### config.mk
export PLATFORM = sky130hd
export DESIGN_NAME = stream_mux_reg
export DESIGN_NICKNAME = d
export VERILOG_FILES = /design/src/rtl/stream_mux_reg.sv
export SDC_FILE = /design/constraint.sdc
export NUM_CORES = 1
export LEC_CHECK = 0
export ABC_CLOCK_PERIOD_IN_PS = 2000
export CORE_ASPECT_RATIO = 0.6
export CORE_UTILIZATION = 34
export CTS_CLUSTER_SIZE = 30
export DETAILED_ROUTE_END_ITERATION = 10
export PLACE_DENSITY_LB_ADDON = 0.3
export REMOVE_ABC_BUFFERS = 1
export SETUP_SLACK_MARGIN = 0.05
export SLEW_MARGIN = 20
export SYNTH_ARGS = -nofsm -noshare
export SYNTH_HDL_FRONTEND = slang
export SYNTH_SLANG_ARGS = --single-unit
### constraint.sdc
create_clock -name CLK -period 2 [get_ports CLK]
set_input_delay 0.2 -clock CLK [delete_from_list [all_inputs] [get_ports CLK]]
set_output_delay 0.2 -clock CLK [all_outputs]
set_load 0.005 [all_outputs]
### src/rtl/stream_mux_reg.sv
// NUM_IN:1 stream selector with a one-entry registered output buffer.
// Invalid select codes never transfer data and raise sel_err one cycle later.
module stream_mux_reg #(
  parameter int WIDTH  = 32,
  parameter int NUM_IN = 7,
  parameter int SEL_W  = 3,
  parameter int CNT_W  = 16
) (
  input  logic                    CLK,
  input  logic                    RESET_N,
  input  logic [NUM_IN*WIDTH-1:0] in_data,
  input  logic [NUM_IN-1:0]       in_valid,
  output logic [NUM_IN-1:0]       in_ready,
  input  logic [SEL_W-1:0]        select,
  output logic [WIDTH-1:0]        out_data,
  output logic                    out_valid,
  input  logic                    out_ready,
  output logic                    sel_err,
  output logic [CNT_W-1:0]        xfer_cnt
);

  localparam logic [SEL_W:0] NUM_IN_CODE = (SEL_W+1)'(NUM_IN);

  logic                 sel_ok_s;
  logic                 space_s;
  logic                 load_s;
  logic                 drain_s;
  logic [NUM_IN-1:0]    in_ready_s;
  logic [WIDTH-1:0]     sel_data_s;
  logic [WIDTH-1:0]     out_data_r;
  logic                 out_valid_r;
  logic                 sel_err_r;
  logic [CNT_W-1:0]     xfer_cnt_r;

  // Channel decode and AND-OR data mux; an out-of-range code matches no channel.
  always_comb begin
    sel_ok_s   = ({1'b0, select} < NUM_IN_CODE);
    space_s    = ~out_valid_r | out_ready;
    in_ready_s = '0;
    sel_data_s = '0;
    for (int i = 0; i < NUM_IN; i++) begin
      in_ready_s[i] = RESET_N & sel_ok_s & (select == SEL_W'(i)) & space_s;
      sel_data_s    = sel_data_s | (in_data[i*WIDTH +: WIDTH] & {WIDTH{select == SEL_W'(i)}});
    end
    load_s  = |(in_valid & in_ready_s);
    drain_s = out_valid_r & out_ready;
  end

  // Output buffer, select-error flag and handshake counter.
  always_ff @(posedge CLK) begin
    if (!RESET_N) begin
      out_data_r  <= '0;
      out_valid_r <= 1'b0;
      sel_err_r   <= 1'b0;
      xfer_cnt_r  <= '0;
    end else begin
      if (load_s) begin
        out_data_r  <= sel_data_s;
        out_valid_r <= 1'b1;
      end else if (drain_s) begin
        out_valid_r <= 1'b0;
      end else begin
        out_valid_r <= out_valid_r;
      end
      sel_err_r <= ~sel_ok_s;
      if (drain_s) begin
        xfer_cnt_r <= xfer_cnt_r + CNT_W'(1);
      end else begin
        xfer_cnt_r <= xfer_cnt_r;
      end
    end
  end

  assign in_ready  = in_ready_s;
  assign out_data  = out_data_r;
  assign out_valid = out_valid_r;
  assign sel_err   = sel_err_r;
  assign xfer_cnt  = xfer_cnt_r;

endmodule

==> results.yml <==
place:
  dp_slack_ns: -0.0216
  dpl.hpwl_mm: 12.4
  routabilityCongestion: 0.854
  io_buffer_count: 293
  dp.cells: 872
routing:
  dr.pass1.iters: 5
  drt_iter0_markers: 180
  wl_per_cell_um: 17.5
  wl_mm: 15.4
  avgViaCountPerCell: 5.20
  drtAntennaViolNets: 0
  vias: 4574
  drc: 0
clocking:
  post_cts_buffers: 0
  cts_sinks: 50
  cts_buffer_depth: 2
  cts_tree: "done"
  hold_buffers: 0
  cts.htree.levels: 2
  cts-root-buf: "clkbuf_16"
  cts_buffers: 5
  path_clk_slew_ns: 0.07
  cts.repair.resized: 7
  clk_latency_ns: 0.29
global_route:
  antenna_found_initial: 0
  grt_usage_pct: 26.3
  grt_max_degree: 34
  grt.overflow.total: 0
  grt_first_pass_wirelength_mm: 23.1
  first_global_vias: 4643
critical_path:
  critPathRequiredTime_ns: 1.80
  path_max_fanout: 5
  max_stage_delay_ns: 0.47
  cpMaxStageDelayCell: "clkdlybuf4s50_1"
  cp_data_arrival_time_ns: 1.54
  crit_chain: "clkdlybuf4s50_1 > nand2b_1 > nand2_1 > buf_4 > nor3_1 > dlygate4sd2_1"
  r2r_slack_ns: 0.45
  start_kind: "input port"
  path_class: "input port to output pin"
  critPathCaptureType: "output pin"
die:
  core_area_sq_mm: 0.0106
  num_io_pins: 294
  die_h_um: 83.2
  dieArea_sq_mm: 0.0114
  rows: 29
  die-width_um: 137
  initial_utilization_pct: 35.1
synthesis:
  yosys.area_share.simple_pct: 16.3
  async_flop_share_pct: 0
  ys_seq_area_share_pct: 26.8
  syn_inst: 446
  synth_area_sq_mm: 0.00373
  synth_compound_area_share_pct: 21.9
  synth_edf_count: 0
  synth-xor-area-share_pct: 3.28
  postSynthAreaPerCell_sq_um: 8.37
  synth_flop_cell: "dfxtp_1"
  synth_top_family_by_area: "multiplexers"
  synth_mux_area_share_pct: 25.0
  yosysWarningCount: 0
  yosys_register_bits: 50
  synth_adder_area_share_pct: 0.335
  synth_cell_types: 47
power_and_ir_drop:
  power_density_mw_per_mm2: 450
  leakagePower_nw: 2.77
  vdd_ir_drop_max_uv: 336
  p_total_w: 0.00317
layout:
  synthToLayoutAreaGrowth_pct: 88.8
  utilization_pct: 66.3
  drive_gt1_share_pct: 8.91
  nFillCells: 862
  nets: 978
  final_common_cell: "clkdlybuf4s50_1"
  diodes: 0
  final_cells: 880
  multi_input_area_sq_mm: 0.00250
  layout_common_cells: "283 x clkdlybuf4s50_1, 56 x o21ai_0, 54 x mux2i_1"
  ff_latch_area_sq_mm: 0.00100
job:
  maxCapViolCount: 0
timing:
  rsz0062_at_grt: "false"
  fin_crit_ns: 1.74
  layout_setup_ws_ns: 0.263
  finalMaxSlewViolations: 0
  tightest_slew_ns: 0.509
  fmax_ghz: 0.576
  holdWs_ns: 0.465
  setup_violations: 0
  slew_headroom_pct: 66.0
  skew_ns: 0.00807
  finalHoldViolCount: 0
  fin_crit_sh_pct: 86.8
outcome:
  status: "completed"
min_path:
  min_path_type: "flip-flop to flip-flop"
## report_power, final
part | leakage (nW) | internal, W | switching, W | total [W]
Combinational | 2.28 | 0.000772 | 0.000417 | 0.00119
Sequential | 0.408 | 0.00106 | 0.0000401 | 0.00110
Clock | 0.0739 | 0.000497 | 0.000382 | 0.000879
## worst max-delay path, delay by kind of cell
kind,cells,cell delay (ns)
buffers and inverters,3,0.91
and+or+nand+nor,3,0.42
## cell families after synthesis
logic type,count (synthesis)
AND/OR/NAND/NOR,130
AO/OA/AOI/OAI,135
flip-flops,50
adder cells (fa/ha/maj),1
buffers and inverters,43
multiplexers,73
XOR/XNOR,14
## Yosys cell counts, types with 2 or more instances
| cell | number | area share (%) |
|---|---|---|
| a211o_1 | 6 | 1.4 |
| a211oi_1 | 4 | 0.80 |
| a21oi_1 | 34 | 4.6 |
| a221oi_1 | 2 | 0.47 |
| a22oi_1 | 3 | 0.60 |
| a31oi_1 | 7 | 1.2 |
| and3_1 | 3 | 0.50 |
| buf_2 | 15 | 2.0 |
| buf_4 | 12 | 2.4 |
| clkbuf_1 | 10 | 1.0 |
| dfxtp_1 | 50 | 27 |
| inv_1 | 2 | 0.20 |
| mux2_2 | 3 | 0.90 |
| mux2i_1 | 54 | 14 |
| mux4_2 | 16 | 9.6 |
| nand2_1 | 35 | 3.5 |
| nand2b_1 | 3 | 0.50 |
| nand3_1 | 39 | 5.2 |
| nand4_1 | 3 | 0.50 |
| nor2_1 | 26 | 2.6 |
| nor2b_1 | 3 | 0.50 |
| nor3_1 | 11 | 1.5 |
| o211a_1 | 6 | 1.6 |
| o211ai_1 | 9 | 1.8 |
| o21ai_0 | 56 | 7.5 |
| xnor2_1 | 3 | 0.70 |
| xor2_1 | 11 | 2.6 |
## registers in the layout, indices dropped and copies added (netlist names)
signal and flops:
out_data 32, sel_err 1, xfer_cnt 16, out_valid 1
## area by class of cell
type,count,area share (%)
clock buffers,7,2.02
inverters,3,0.160
well taps,139,2.47
flip-flops and latches,50,14.2
clock inverters,1,0.0710
multi-input cells,353,35.4
repair buffers,327,45.6
## through the flow
step / TNS, ns / instance area (sq um)
floorplan: 0 / 3510
global placement: 0 / 6910
detailed placement: -0.0216 / 6910
CTS: 0 / 7050
global route: 0 / 7050
finish: 0 / 7050
## metal layers
metal	GRT usage [%]	share of wire [%]
met1	29.7	41
met4	9.39	2.8
met5	0	0
met2	48.2	49
met3	5.49	7.1
## final timing paths
check                                     to  cells past startpoint    startpoint
worst max-delay path             in_ready[2]                      6     out_ready
worst min-delay path            out_data[27]                      2  out_data[27]
worst max register to register   out_data[5]                      7     out_valid
worst min register to register  out_data[27]                      2  out_data[27]
No activity file was read; power rests on OpenSTA's default activity.
